==> src/rtl/hack_cpu_hs.sv <==
// Multi-cycle Hack CPU with valid/ready instruction fetch and handshaked data memory.
// Widths are parameterised; C-instruction fields sit at fixed low bits for every WIDTH.
module hack_cpu_hs #(
    parameter int unsigned WIDTH = 16,
    parameter int unsigned AW    = 16
) (
    input  logic             clk,
    input  logic             reset,
    input  logic [WIDTH-1:0] instr,
    input  logic             instr_valid,
    output logic             instr_ready,
    output logic [AW-1:0]    pc,
    output logic [AW-1:0]    mem_addr,
    output logic             mem_rd,
    input  logic             mem_rvalid,
    input  logic [WIDTH-1:0] mem_rdata,
    output logic             mem_wr,
    input  logic             mem_wack,
    output logic [WIDTH-1:0] mem_wdata,
    output logic             halted
);

    typedef enum logic [2:0] {StFetch, StMread, StExec, StMwrite, StHalt} state_e;

    state_e           state_q;
    logic [WIDTH-1:0] a_q, d_q, m_q, wdata_q;
    logic [12:0]      ir_q;
    logic [AW-1:0]    pc_q, waddr_q;
    logic             halt_pend_q;

    logic [WIDTH-1:0] alu_x, alu_y, alu_out;
    logic [AW-1:0]    a_tgt, pc_inc;
    logic             zr, ng, jump, self_jump;

    // Hack ALU: c bits 11..6 are zx, nx, zy, ny, f, no.
    always_comb begin
        alu_x = ir_q[11] ? '0 : d_q;
        if (ir_q[10]) alu_x = ~alu_x;
        alu_y = ir_q[12] ? m_q : a_q;
        if (ir_q[9]) alu_y = '0;
        if (ir_q[8]) alu_y = ~alu_y;
        alu_out = ir_q[7] ? (alu_x + alu_y) : (alu_x & alu_y);
        if (ir_q[6]) alu_out = ~alu_out;
    end

    assign zr        = (alu_out == '0);
    assign ng        = alu_out[WIDTH-1];
    assign jump      = (ir_q[2] & ng) | (ir_q[1] & zr) | (ir_q[0] & ~ng & ~zr);
    assign a_tgt     = a_q[AW-1:0];
    assign pc_inc    = pc_q + AW'(1);
    assign self_jump = jump && (a_tgt == pc_q);

    always_ff @(posedge clk or negedge reset) begin
        if (!reset) begin
            state_q     <= StFetch;
            a_q         <= '0;
            d_q         <= '0;
            m_q         <= '0;
            wdata_q     <= '0;
            ir_q        <= '0;
            pc_q        <= '0;
            waddr_q     <= '0;
            halt_pend_q <= 1'b0;
        end else begin
            unique case (state_q)
                StFetch: begin
                    if (instr_valid) begin
                        if (!instr[WIDTH-1]) begin
                            a_q  <= {1'b0, instr[WIDTH-2:0]};
                            pc_q <= pc_inc;
                        end else begin
                            ir_q    <= instr[12:0];
                            state_q <= instr[12] ? StMread : StExec;
                        end
                    end
                end
                StMread: begin
                    if (mem_rvalid) begin
                        m_q     <= mem_rdata;
                        state_q <= StExec;
                    end
                end
                StExec: begin
                    if (ir_q[4]) d_q <= alu_out;
                    if (ir_q[5]) a_q <= alu_out;
                    pc_q <= jump ? a_tgt : pc_inc;
                    // Write address and jump target both use A as it was before this update.
                    if (ir_q[3]) begin
                        waddr_q     <= a_tgt;
                        wdata_q     <= alu_out;
                        halt_pend_q <= self_jump;
                        state_q     <= StMwrite;
                    end else begin
                        state_q <= self_jump ? StHalt : StFetch;
                    end
                end
                StMwrite: begin
                    if (mem_wack) state_q <= halt_pend_q ? StHalt : StFetch;
                end
                StHalt: begin
                end
                default: state_q <= StFetch;
            endcase
        end
    end

    // Gating with reset forces the handshake outputs low as soon as reset asserts.
    assign instr_ready = reset && (state_q == StFetch);
    assign mem_rd      = reset && (state_q == StMread);
    assign mem_wr      = reset && (state_q == StMwrite);
    assign halted      = reset && (state_q == StHalt);
    assign mem_addr    = (state_q == StMwrite) ? waddr_q : a_q[AW-1:0];
    assign mem_wdata   = wdata_q;
    assign pc          = pc_q;

endmodule

==> config.mk <==
export PLATFORM = sky130hd
export DESIGN_NAME = hack_cpu_hs
export DESIGN_NICKNAME = d
export VERILOG_FILES = /design/src/rtl/hack_cpu_hs.sv
export SDC_FILE = /design/constraint.sdc
export NUM_CORES = 1
export LEC_CHECK = 0
export BUFFER_PORTS_ARGS = -buffer_cell sky130_fd_sc_hd__buf_2
export CORE_ASPECT_RATIO = 1.75
export CORE_MARGIN = 2
export CORE_UTILIZATION = 61
export CTS_BUF_LIST = sky130_fd_sc_hd__clkbuf_2
export DETAILED_ROUTE_END_ITERATION = 6
export PLACE_DENSITY = 0.82
export SYNTH_ARGS = -nofsm -noshare
export SYNTH_HDL_FRONTEND = slang
export SYNTH_SLANG_ARGS = --single-unit
export TNS_END_PERCENT = 50
==> constraint.sdc <==
create_clock -name clk -period 5.9 [get_ports clk]
set_input_delay 0.295 -clock clk [delete_from_list [all_inputs] [get_ports clk]]
set_output_delay 0.295 -clock clk [all_outputs]
set_load 0.01 [all_outputs]
==> results.sh <==
export IMPL_hp_class="in -> async"
export IMPL_setup_worst_path_end_class="register"
export IMPL_layout_drive_gt1_share_pct=21.0
export IMPL_ant_nets=0
export IMPL_cts_root_buf="clkbuf_2"
export IMPL_viasPerCell=6.41
export IMPL_maxCapViolations=0
export IMPL_io_buffer_count=88
export IMPL_cts_tree="built"
export IMPL_maxSlewViolCount=0
export IMPL_fin_cells=1062
export IMPL_fin_nets=966
export IMPL_period_share_pct=89.1
export IMPL_crit_buf_inv=0
export IMPL_synth_seq_cells=113
export IMPL_dpl_hpwl_um=15400
export IMPL_final_cell_mix="nand2_1 (123), dfrtp_1 (113), buf_2 (87)"
export IMPL_synth_cell_type_count=83
export IMPL_area_growth_syn_to_layout_pct=13.0
export IMPL_numCtsBuffers=17
export IMPL_wl_per_cell_um=20.6
export IMPL_synth_edf_count=0
export IMPL_placed_cells=996
export IMPL_crit_required_ns=6.54
export IMPL_grt_ovfl_total=0
export IMPL_async_reset_ff_share_pct=100
export IMPL_insertion_delay_ns=0.73
export IMPL_rsz0062_at_grt="no"
export IMPL_fp_dieArea_um2=13100
export IMPL_synthesis_area_um2=7440
export IMPL_first_pass_iters=5
export IMPL_worstMarginPinSlew_ns=1.21
export IMPL_criticalPathCategory="reg -> reg"
export IMPL_rr_worst_depth=15
export IMPL_syn_inst=818
export IMPL_clk_pin_slew_ns=0.22
export IMPL_crit_slowest_cell="dfrtp_1"
export IMPL_max_slew_margin_rel_pct=19.1
export IMPL_synth_nets=873
export IMPL_drc_errors=0
export IMPL_start_util_pct=62.3
export IMPL_finClkSkew_ns=0.0415
export IMPL_fin_ws_ns=0.642
export IMPL_multi_input_area_um2=4310
export IMPL_setup_viol=0
export IMPL_fmax_mhz=190
export IMPL_clkSinkCount=113
export IMPL_num_vias=6810
export IMPL_path_common_cell="xor2_1"
export IMPL_startpoint_type="register"
export IMPL_grt_pass1_wl_um=34100
export IMPL_arrival_ns=5.89
export IMPL_synthFlopType="dfrtp_1"
export IMPL_cp_cell_sequence="mux2i_1 -> nor2_1 -> xor2_1 -> ha_1 -> fa_1 -> a21o_4 -> a221o_1 -> nor3_1 -> a211oi_2 -> xor2_1 -> nand4_2 -> nor4_4 -> mux2_4 -> a21oi_1 -> a2bb2oi_1"
export IMPL_place_congestion=1.01
export IMPL_core_um2=11900
export IMPL_status="complete, no violations"
export IMPL_n_fill_cell=899
export IMPL_die_y_um=150
export IMPL_setup_tns_ns=0
export IMPL_grt_pass1_vias=6491
export IMPL_grt_max_degree=72
export IMPL_placementRows=53
export IMPL_crit_family="compound AO/OA/AOI/OAI gates"
export IMPL_post_place_ws_ns=0.771
export IMPL_crit_fanout=32
export IMPL_drt_iter0_drc=611
export IMPL_critPathMaxStageDelay_ns=1.01
export IMPL_fin_crit_ns=5.26
export IMPL_clockBufferDepth=2
export IMPL_register_area_um2=2830
export IMPL_yosysSeqAreaShare_pct=38.0
export IMPL_grt_usage_pct=34.2
export IMPL_fp_dieW_um=87.5
export IMPL_path_depth=15
export IMPL_layout_commonest_cell="nand2_1"
export IMPL_postSynthAreaPerCell_um2=9.10
export IMPL_antenna_found_initial=1
export IMPL_hold_viol_final=0
export IMPL_wl_um=21900
export IMPL_htreeDepth=4
export IMPL_io_pin_count=89
export IMPL_cts_resized=0
export IMPL_yosysWarningCount=0
==> stage by stage <==
stage	util (%)	cell area (um^2)	hold WS, ns
finish	70.5	8410	0.0887
global route	70.5	8410	0.0907
CTS	70.4	8410	0.0697
detailed placement	65.8	7860	0.335
global placement	65.8	7860	0.317
floorplan	-	7440	-0.000591
==> what timing repair did <==
| action | in CTS | in global routing |
|---|---|---|
| buffers inserted | 0 | 0 |
| endpoints found under the hold margin | 88 | 0 |
| hold buffers | 33 | 0 |
==> cells by family after synthesis <==
logic type | synth area share (%)
and+or+nand+nor | 20.2
AOI/OAI and AO/OA | 16.5
DFF | 38.0
muxes | 10.2
buffers and inverters | 4.20
xor gates and xnor gates | 7.77
adders and majority gates | 3.13
==> registers in the layout (all words and copies together), names as in the netlist <==
| register | flops |
|---|---|
| a_q | 16 |
| d_q | 16 |
| m_q | 16 |
| mem_wdata | 16 |
| pc | 16 |
| waddr_q | 16 |
| ir_q | 13 |
| state_q | 3 |
| halt_pend_q | 1 |
==> synth_stat cells (17+ instances only) <==
| cell | n | share of area (%) |
|---|---|---|
| a21oi_1 | 41 | 2.8 |
| o21ai_0 | 58 | 3.9 |
| mux2_2 | 44 | 6.7 |
| nand2b_1 | 21 | 1.8 |
| dfrtp_1 | 113 | 38 |
| nand2_1 | 123 | 6.2 |
| xor2_1 | 43 | 5.1 |
| nor2_1 | 53 | 2.7 |
| mux2i_1 | 25 | 3.4 |
| clkbuf_1 | 36 | 1.8 |
| ha_1 | 17 | 2.9 |
| xnor2_1 | 23 | 2.7 |
| nor3_1 | 17 | 1.1 |
==> worst reg2reg max path: cells and delay by family (launching register included) <==
family / cells / cell delay (ns)
AOI/OAI and AO/OA: 5 / 1.16
DFF: 1 / 1.01
and+or+nand+nor: 4 / 0.86
muxes: 2 / 0.77
adders and majority gates: 2 / 0.73
xor gates and xnor gates: 2 / 0.64
==> metal layers <==
| layer | GRT usage (%) | wire [um] |
|---|---|---|
| met1 | 38.8 | 7950 |
| met2 | 58.9 | 11300 |
| met3 | 5.15 | 1250 |
| met4 | 21.2 | 1430 |
| met5 | 0 | 0 |
==> final timing paths <==
path / slack [ns] / start / to
max: 0.64 / ir_q[12]$_DFFE_PN0P_ / pc[3]$_DFFE_PN0P_
max in group asynchronous: 4.43 / reset / a_q[11]$_DFFE_PN0P_
min: 0.09 / reset / pc[12]$_DFFE_PN0P_
min in group clk: 0.18 / mem_rvalid / state_q[0]$_DFFE_PN0P_
min reg2reg: 0.50 / mem_wdata[7]$_DFFE_PN0P_ / mem_wdata[7]$_DFFE_PN0P_
max reg2reg: 0.64 / ir_q[12]$_DFFE_PN0P_ / pc[3]$_DFFE_PN0P_
==> final cells by class <==
type                    count  area share (%)
diodes                      1          0.0298
clock buffers              17            1.01
clock inverters            15            1.64
inverters                  12           0.536
multi-input cells         638            51.2
flip-flops and latches    113            33.6
well taps                 137            2.04
repair buffers            129            9.91
Power is not shown: default switching activity piles up to over one toggle a cycle in this logic, so the estimate is an artifact.
